$ cat config.mk
export PLATFORM = sky130hd
export DESIGN_NAME = mem_access_unit
export DESIGN_NICKNAME = d
export VERILOG_FILES = /design/src/rtl/mem_access_unit.sv
export SDC_FILE = /design/constraint.sdc
export NUM_CORES = 1
export LEC_CHECK = 0
export CAP_MARGIN = 20
export CORE_MARGIN = 4
export CORE_UTILIZATION = 47
export CTS_BUF_LIST = sky130_fd_sc_hd__clkbuf_2
export DETAILED_ROUTE_END_ITERATION = 6
export HOLD_SLACK_MARGIN = 0.15
export PLACE_DENSITY = 0.83
export SYNTH_ARGS = -nofsm -noshare
export SYNTH_HDL_FRONTEND = slang
export SYNTH_SLANG_ARGS = --single-unit
export TNS_END_PERCENT = 20
$ cat constraint.sdc
create_clock -name CLK -period 5.6 [get_ports CLK]
set_clock_uncertainty 0.15 [all_clocks]
set_input_delay 1.12 -clock CLK [delete_from_list [all_inputs] [get_ports CLK]]
set_output_delay 1.12 -clock CLK [all_outputs]
set_load 0.02 [all_outputs]
$ cat src/rtl/mem_access_unit.sv
// Memory-stage load/store controller: issues one M-stage access at a time on a
// req/ack data bus, stalls the pipeline until it completes, returns extended load data.
module mem_access_unit #(
   parameter int WIDTH   = 32,
   parameter int TIMEOUT = 255
) (
   input  logic             CLK,
   input  logic             CLR,
   input  logic             MEM_READ_M,
   input  logic             MEM_WRITE_M,
   input  logic [1:0]       MEM_SIZE_M,
   input  logic             MEM_SIGNED_M,
   input  logic [WIDTH-1:0] ADDR_M,
   input  logic [WIDTH-1:0] WRITE_DATA_M,
   output logic             STALL_M,
   output logic [WIDTH-1:0] READ_DATA_M,
   output logic             MISALIGN_M,
   output logic             TIMEOUT_M,
   output logic             BUS_REQ,
   output logic             BUS_WE,
   output logic [WIDTH-1:0] BUS_ADDR,
   output logic [3:0]       BUS_BE,
   output logic [WIDTH-1:0] BUS_WDATA,
   input  logic [WIDTH-1:0] BUS_RDATA,
   input  logic             BUS_ACK
);

   typedef enum logic [1:0] {IDLE, BUSY, DONE} state_t;

   state_t     state;
   logic [7:0] cnt;
   logic [1:0] size_q;
   logic       signed_q;
   logic [1:0] off_q;

   logic             op;
   logic             aligned;
   logic [3:0]       be_n;
   logic [WIDTH-1:0] wdata_n;
   logic [7:0]       lane_b;
   logic [15:0]      lane_h;
   logic [WIDTH-1:0] ext;

   assign op = MEM_READ_M | MEM_WRITE_M;

   always_comb begin
      aligned = 1'b1;
      be_n    = 4'b1111;
      wdata_n = WRITE_DATA_M;
      case (MEM_SIZE_M)
         2'b00: begin
            be_n    = 4'b0001 << ADDR_M[1:0];
            wdata_n = {4{WRITE_DATA_M[7:0]}};
         end
         2'b01: begin
            aligned = ~ADDR_M[0];
            be_n    = ADDR_M[1] ? 4'b1100 : 4'b0011;
            wdata_n = {2{WRITE_DATA_M[15:0]}};
         end
         default: aligned = (ADDR_M[1:0] == 2'b00);
      endcase
   end

   // Extraction uses the lane info latched at issue, not the live M-stage inputs.
   always_comb begin
      lane_b = BUS_RDATA[{off_q, 3'b000} +: 8];
      lane_h = BUS_RDATA[{off_q[1], 4'b0000} +: 16];
      case (size_q)
         2'b00:   ext = signed_q ? {{(WIDTH-8){lane_b[7]}}, lane_b}   : {{(WIDTH-8){1'b0}}, lane_b};
         2'b01:   ext = signed_q ? {{(WIDTH-16){lane_h[15]}}, lane_h} : {{(WIDTH-16){1'b0}}, lane_h};
         default: ext = BUS_RDATA;
      endcase
   end

   assign STALL_M = ~CLR & (((state == IDLE) & op & aligned) | (state == BUSY));

   always_ff @(posedge CLK or posedge CLR) begin
      if (CLR) begin
         state       <= IDLE;
         cnt         <= '0;
         size_q      <= '0;
         signed_q    <= 1'b0;
         off_q       <= '0;
         READ_DATA_M <= '0;
         MISALIGN_M  <= 1'b0;
         TIMEOUT_M   <= 1'b0;
         BUS_REQ     <= 1'b0;
         BUS_WE      <= 1'b0;
         BUS_ADDR    <= '0;
         BUS_BE      <= '0;
         BUS_WDATA   <= '0;
      end else begin
         MISALIGN_M <= 1'b0;
         TIMEOUT_M  <= 1'b0;
         case (state)
            IDLE: begin
               if (op && aligned) begin
                  BUS_REQ   <= 1'b1;
                  BUS_WE    <= MEM_WRITE_M & ~MEM_READ_M;
                  BUS_ADDR  <= {ADDR_M[WIDTH-1:2], 2'b00};
                  BUS_BE    <= be_n;
                  BUS_WDATA <= wdata_n;
                  size_q    <= MEM_SIZE_M;
                  signed_q  <= MEM_SIGNED_M;
                  off_q     <= ADDR_M[1:0];
                  cnt       <= '0;
                  state     <= BUSY;
               end else if (op) begin
                  READ_DATA_M <= '0;
                  MISALIGN_M  <= 1'b1;
               end
            end
            BUSY: begin
               if (BUS_ACK) begin
                  BUS_REQ <= 1'b0;
                  if (!BUS_WE) READ_DATA_M <= ext;
                  state <= DONE;
               end else if (cnt == 8'(TIMEOUT - 1)) begin
                  BUS_REQ     <= 1'b0;
                  READ_DATA_M <= '0;
                  TIMEOUT_M   <= 1'b1;
                  state       <= DONE;
               end else begin
                  cnt <= cnt + 8'd1;
               end
            end
            DONE:    state <= IDLE;
            default: state <= IDLE;
         endcase
      end
   end

endmodule

==> results of run 1 <==
layer usage:
| metal | vias to the layer above | track usage [%] | wire length [um] |
|---|---|---|---|
| met5 | - | 0 | 0 |
| met4 | 0 | 10.13 | 460 |
| met3 | 34 | 10.38 | 1932 |
| met2 | 261 | 39.57 | 8224 |
| met1 | 2527 | 30.90 | 7010 |
| li1 | 2515 | - | - |
logic make-up (layout without fill, tap and decap cells):
kind of cell               after synthesis  count (layout)  share of synthesized area, %
and+or+nand+nor                        246             246                         18.52
DFF                                    117             117                         49.18
AOI/OAI and AO/OA                       99              99                         10.76
muxes                                   81              81                         14.59
buffers and inverters                   81             282                         5.885
xor gates and xnor gates                 4               4                        0.5886
adders and majority gates                2               2                        0.4203
other                                    1               2                       0.06299
state kept, by name, summed over array words and instances (netlist names):
name         flops
BUS_ADDR        30
MISALIGN_M       1
signed_q         1
state            2
BUS_BE           4
TIMEOUT_M        1
BUS_REQ          1
size_q           2
BUS_WE           1
READ_DATA_M     32
BUS_WDATA       32
off_q            2
cnt              8
worst paths after layout:
kind	startpoint	end	slack [ps]	cells after the start
worst max register to register	cnt[0]	READ_DATA_M[22]	2940	6
worst min-delay path	BUS_ADDR[25]	BUS_ADDR[25]	350	2
min in group asynchronous	CLR	BUS_ADDR[26]	580	2
worst max-delay path	MEM_SIZE_M[0]	STALL_M	1220	6
worst min register to register	BUS_ADDR[25]	BUS_ADDR[25]	350	2
max in group asynchronous	CLR	BUS_WDATA[17]	3610	4
cell usage in the layout, fill, tap and decap left out, types with 3 or more instances in the layout:
master and count:
a21oi_1 21, a31oi_1 7, a32oi_1 7, and3_1 9, buf_4 6, clkbuf_2 17
clkdlybuf4s50_1 206, clkinv_4 4, clkinvlp_4 7, dfrtp_1 117, inv_1 35, mux2_2 16
mux2_4 7, mux2i_1 56, nand2_1 169, nand2b_1 3, nand3_1 13, nand3b_1 9
nand4b_1 8, nor2_1 17, nor2b_1 3, nor3_1 3, o211ai_1 8, o21a_1 4
o21ai_0 32, o31ai_1 3, xnor2_1 3
final cells by class:
type	instances	area (sq um)	share of cell area [%]
sequential	117	2928	35.20
multi-input combinational	434	2681	32.24
timing repair buffer	214	2140	25.73
tap	168	210.2	2.527
inverter	36	137.6	1.655
clock inverter	15	135.1	1.625
clock buffer	17	85.08	1.023
worst max-delay path: cells and delay by family:
family	cells	cell delay, ps
compound gates	2	500
buf+inv	3	1280
simple gates	1	210
power by group through the flow:
| stage | registers (mW) | clock network [mW] | logic (mW) |
|---|---|---|---|
| 2_1_floorplan | 1.57 | 0 | 0.668 |
| 3_3_place_gp | 1.32 | 0 | 1.64 |
| 3_5_place_dp | 1.34 | 0 | 1.67 |
| 4_1_cts | 1.32 | 0.526 | 1.68 |
| 5_1_grt | 1.36 | 0.562 | 1.81 |
| 6_report | 1.32 | 0.508 | 1.67 |
through the flow:
stage | setup slack, ps | util [%]
after floorplan | 1229 | -
after global placement | 1240 | 65.97
after detailed placement | 1237 | 65.97
after CTS | 1226 | 67.78
after global routing | 1104 | 68.10
final | 1223 | 68.10
==> summary.md, run 1 <==
| Metric | Value |
|---|---|
| Run status | completed |
| Seq pwr share | 37.7% |
| Distinct cells, synth | 51 |
| Clock Pin Slew Worst Setup and Hold Paths | 170 ps |
| Crit Path Class | input pin to primary output |
| Combinational fraction of design power | a little under half |
| Syn Area/Cell | 9.435 sq um |
| Starting Density | 48.75% |
| CP max stage delay | 660 ps |
| Sequential area share after synthesis | 49.18% |
| Layout Cells excl Fill | 1,001 |
| Synth Warn # | 0 |
| Clk buf depth | 2 |
| Slew headroom | between 30% and 40% |
| RSZ-0062 raised after global routing | false |
| Core Area | 0.01221 sq mm |
| Top post-synthesis cells by area | dfrtp_1, nand2_1, mux2i_1 |
| Gate Count Post-Synth | 631 |
| Design area | 0.008317 sq mm |
| Total GRT Usage | 25.20% |
| Clk sinks | 117 |
| Worst Hold Class | flop to flop |
| Final hold vios | 0 |
| Share of cells above drive strength 1 | 8.403% |
| #FFs+latches synth | 117 |
| CTS Hold Bufs | 0 |
| Number of global-route vias before repair | 5,489 |
| Cell leakage power | 3.755 nW |
| PwrDens | 420.9 mW/mm^2 |
| H-tree levels | 4 |
| First-pass GRT wire length | 28,830 um |
| Area leader, netlist | dfrtp_1 |
| Switching share of total power | between 40% and 50% |
| Critical path, cell by cell | clkdlybuf4s50_1, buf_4, o21ai_1, nand4b_1, a21oi_1, clkdlybuf4s50_1 |
| GP Congestion | 0.8407 |
| IO Port Bufs | 206 |
| DR pass1 iterations | 5 |
| Cell with the most instances after synthesis | nand2_1 |
| Post-synth EDFFs | 0 |
| Setup Buffers After CTS | 0 |
| TNS Setup | 0 ps |
| FILL cells | between 1,000 and 1,500 |
| CTS Buf Count | 17 |
| Post-route minimum period | between 4000 and 5000 ps |
| Data arrival, critical path | 3110 ps |
| Ys flop type | dfrtp_1 |
| Via count | 5,337 |
| Crit-path max FO | 16 |
| DP HPWL | between 10,000 and 15,000 um |
| Residual DRC count | 0 |
| Clock share of power | 14.5% |
| Number of max-cap violations | 0 |
| Placed instance count | 966 |
| Synth async-reset ratio | between 90% and 100% |
| Final setup fails | 0 |
| Post-CTS sizing | 0 |
| Max Clock Freq | 228.5 MHz |
| CTS root buffer | clkbuf_2 |
| Area grow syn2layout | 39.70% |
| Routed WL | between 15,000 and 20,000 um |
| DIE HEIGHT | 120.5 um |
| Pint | around 2.1 mW |
| Yosys top cell area share | 49.18% |
| Slowest CP cell | clkdlybuf4s50_1 |
| Total gr overflow | 0 |
| DR WL/cell | approximately 18 um |
| Placed cell area | 0.008056 sq mm |
| Post-synth top cells | nand2_1, dfrtp_1, mux2i_1 |
| Tot Pwr | between 3 and 4 mW |
| Hold slack | roughly 350 ps |
| Startpoint Class | input pin |
| Final Slew Violations | 0 |
| NumNets Final | 926 |
| CTS tree | built |
| Clk Latency, worst-skew pair | 680 ps |
| Ant. Diodes | 0 |
| Die area | 0.01453 sq mm |
| Largest net degree at the start of global routing | 98 |
| Crit path top cell by count | clkdlybuf4s50_1 |
| Site Rows | 40 |
| CP Capture Type | primary output |
| Peak supply drop | 322.7 uV |
| Initial antenna violation count | 0 |
| Worst Max-Slew Pin Slew | between 1000 and 1500 ps |
| Tcrit/Tclk final | 78.16% |
| Mapped cell area | just under 0.006 sq mm |
| Critical Path RT | 4330 ps |
| Antenna-violating nets left | 0 |
| I/O pins | 209 |
| Sw Pwr | 1.447 mW |
| Die Wd | 120.5 um |
| Drt initial violations | 452 |
| Via-per-instance ratio | around 5.3 |
Power figures use the tool's default switching activity.
==> run 2: changes to the inputs <==
==> constraint.sdc (replaced) <==
create_clock -name CLK -period 4.2 [get_ports CLK]
set_clock_uncertainty 0.15 [all_clocks]
set_input_delay 0.84 -clock CLK [delete_from_list [all_inputs] [get_ports CLK]]
set_output_delay 0.84 -clock CLK [all_outputs]
set_load 0.02 [all_outputs]
==> run 2 against run 1 <==
Compared with the run above: final cell count increased by 0.40%; sequential power increased by 33%; core utilization increased by 0.48 points; count of clock-buffer cells in the layout unchanged; flip-flop and latch count unchanged; power increased by 37%; via count decreased by 0.64%; design area increased by 0.71%; die area unchanged; global-route usage about the same; highest routed layer unchanged.
==> summary.md, run 2 (same netlist as run 1, synthesis figures left out) <==
| Metric | Value |
|---|---|
| Post-route minimum period | 3635 ps |
| CP max stage delay | 650 ps (about the same) |
| Total GRT Usage | 25.18% (about the same) |
| Cell leakage power | 3.799 nW (+1.2%) |
| Antenna-violating nets left | 0 (unchanged) |
| Setup Buffers After CTS | 0 (unchanged) |
| CTS Buf Count | 17 (unchanged) |
| Worst Max-Slew Pin Slew | 947.1 ps (-69.03 ps) |
| Dpl ws | 571.6 ps (-665.9 ps) |
| Via-per-instance ratio | 5.277 (-1.0%) |
| GP Congestion | 0.8610 (+2.4%) |
| H-tree levels | 4 (unchanged) |
| Commonest non-fill, non-tap cell in the layout | clkdlybuf4s50_1 |
| Most frequent cells in the layout | clkdlybuf4s50_1, nand2_1, dfrtp_1 |
| Sw Pwr | 1.960 mW (+35%) |
| Worst Hold Class | flop to flop |
| Top flop regs | BUS_WDATA: 32 flops, READ_DATA_M: 32 flops, BUS_ADDR: 30 flops |
| Clock share of power | 15.6% (+1.1 points) |
| DP HPWL | 13,160 um (+2.2%) |
| Site Rows | 40 (unchanged) |
| Hold slack | 351.1 ps (+3.172 ps) |
| Run status | completed |
| Layout Cells excl Fill | 1,005 (+0.40%) |
| Placed cell area | 0.008134 sq mm (+0.96%) |
| Final Slew Violations | 0 (unchanged) |
| DIE HEIGHT | 120.5 um (unchanged) |
| IO Port Bufs | 206 (unchanged) |
| Number of max-cap violations | 0 (unchanged) |
| PwrDens | 570.6 mW/mm^2 (+36%) |
| Design area | 0.008376 sq mm (+0.71%) |
| FILL cells | 981 (-2.3%) |
| Final hold vios | 0 (unchanged) |
| Clk sinks | 117 (unchanged) |
| Pint | 2.819 mW (+37%) |
| Area grow syn2layout | 40.69% |
| Largest net degree at the start of global routing | 98 (unchanged) |
| Cell family contributing the most delay on the critical path | buffers and inverters |
| Die area | 0.01453 sq mm (unchanged) |
| Clk Latency, worst-skew pair | 710 ps (+30 ps) |
| CP Capture Type | primary output |
| Via count | 5,303 (-0.64%) |
| TNS Setup | 0 ps (unchanged) |
| Crit-path max FO | 7 (-9) |
| Critical Path RT | 3210 ps (-1120 ps) |
| DR WL/cell | 17.94 um (+1.9%) |
| Combinational fraction of design power | 47.5% (-0.3 points) |
| Buffers and inverters on the worst path | 2 (-1) |
| Max Clock Freq | around 280 MHz |
| CTS root buffer | clkbuf_2 |
| CTS Hold Bufs | 0 (unchanged) |
| Data arrival, critical path | 2640 ps (-470 ps) |
| FF/Latch Area | 0.002928 sq mm (unchanged) |
| Total gr overflow | 0 (unchanged) |
| Critical path, cell by cell | clkdlybuf4s50_1, o21ai_1, nand4b_1, a21oi_1, clkdlybuf4s50_1 |
| Ant. Diodes | 0 (unchanged) |
| Slew headroom | 36.86% (+4.7 points) |
| First-pass GRT wire length | 28,810 um (about the same) |
| Starting Density | 48.75% (unchanged) |
| I/O pins | 209 (unchanged) |
| Fin worst setup slack | 565.4 ps (-657.8 ps) |
| Switching share of total power | 41.01% (-0.33 points) |
| Die Wd | 120.5 um (unchanged) |
| Initial antenna violation count | 0 (unchanged) |
| CTS tree | built |
| RSZ-0062 raised after global routing | false |
| Slowest CP cell | clkdlybuf4s50_1 |
| Number of global-route vias before repair | 5,512 (+0.42%) |
| Multi-input logic area | 0.002681 sq mm (unchanged) |
| DR pass1 iterations | 6 (+1) |
| Clk buf depth | 2 (unchanged) |
| Share of cells above drive strength 1 | 8.841% (+0.44 points) |
| Drt initial violations | 342 (-24%) |
| Seq pwr share | 36.9% (-0.8 points) |
| Final setup fails | 0 (unchanged) |
| Routed WL | 18,030 um (+2.3%) |
| Startpoint Class | input pin |
| Post-CTS sizing | 0 (unchanged) |
| Peak supply drop | 367.5 uV (+14%) |
| NumNets Final | 930 (+0.43%) |
| Final core occ | 68.59% (+0.48 points) |
| Core Area | 0.01221 sq mm (unchanged) |
| Residual DRC count | 0 (unchanged) |
| Tot Pwr | 4.779 mW (+37%) |
| Clock Pin Slew Worst Setup and Hold Paths | 180 ps (about the same) |
| Tcrit/Tclk final | 86.54% |
| Crit Path Class | input pin to primary output |
| Placed instance count | 973 (+0.72%) |
| Crit path top cell by count | clkdlybuf4s50_1 |
==> run 2: cell count changes in the layout (fill, tap and decap cells not counted), sizes merged <==
cell,before,now
bufinv,1,2
inv,37,39
buf,8,12
clkinvlp,7,4
==> run 2: cell type report <==
type / count / share of cell area [%]
Sequential cell: 117 / 34.96
Multi-Input combinational cell: 434 / 32.01
Timing Repair Buffer: 218 / 25.99
Tap cell: 168 / 2.510
Clock inverter: 15 / 1.867
Inverter: 36 / 1.643
Clock buffer: 17 / 1.016
==> run 2: routing by layer <==
layer  vias up  track usage, %  share of wire [%]
met1      2500           31.12                 40
met5         -               0                  0
li1       2524               -                  -
met3        30           10.48                 11
met2       249           39.89                 47
met4         0           8.711                2.0
==> run 2: worst paths after layout <==
| check | slack [ps] | to | cells after the start | start |
|---|---|---|---|---|
| setup / recovery | 570 | STALL_M | 5 | ADDR_M[0] |
| hold / removal | 350 | BUS_WDATA[1] | 2 | BUS_WDATA[1] |
| setup reg to reg | 1600 | READ_DATA_M[7] | 5 | size_q[0] |
| hold reg to reg | 350 | BUS_WDATA[1] | 2 | BUS_WDATA[1] |
| max in group asynchronous | 2600 | size_q[0] | 3 | CLR |
| min in group asynchronous | 510 | BUS_ADDR[15] | 2 | CLR |
==> run 2: power groups by stage <==
stage / clock network (mW) / registers (mW) / logic [mW]
after floorplan: 0 / 2.10 / 0.891
after global placement: 0 / 1.75 / 2.23
after detailed placement: 0 / 1.77 / 2.28
after CTS: 0.770 / 1.76 / 2.28
after global routing: 0.826 / 1.81 / 2.44
final: 0.746 / 1.76 / 2.27
==> run 2: worst min-delay path, delay by kind of cell (launching register included) <==
kind          cells  cell delay (ps)
flops             1              380
simple gates      2              100
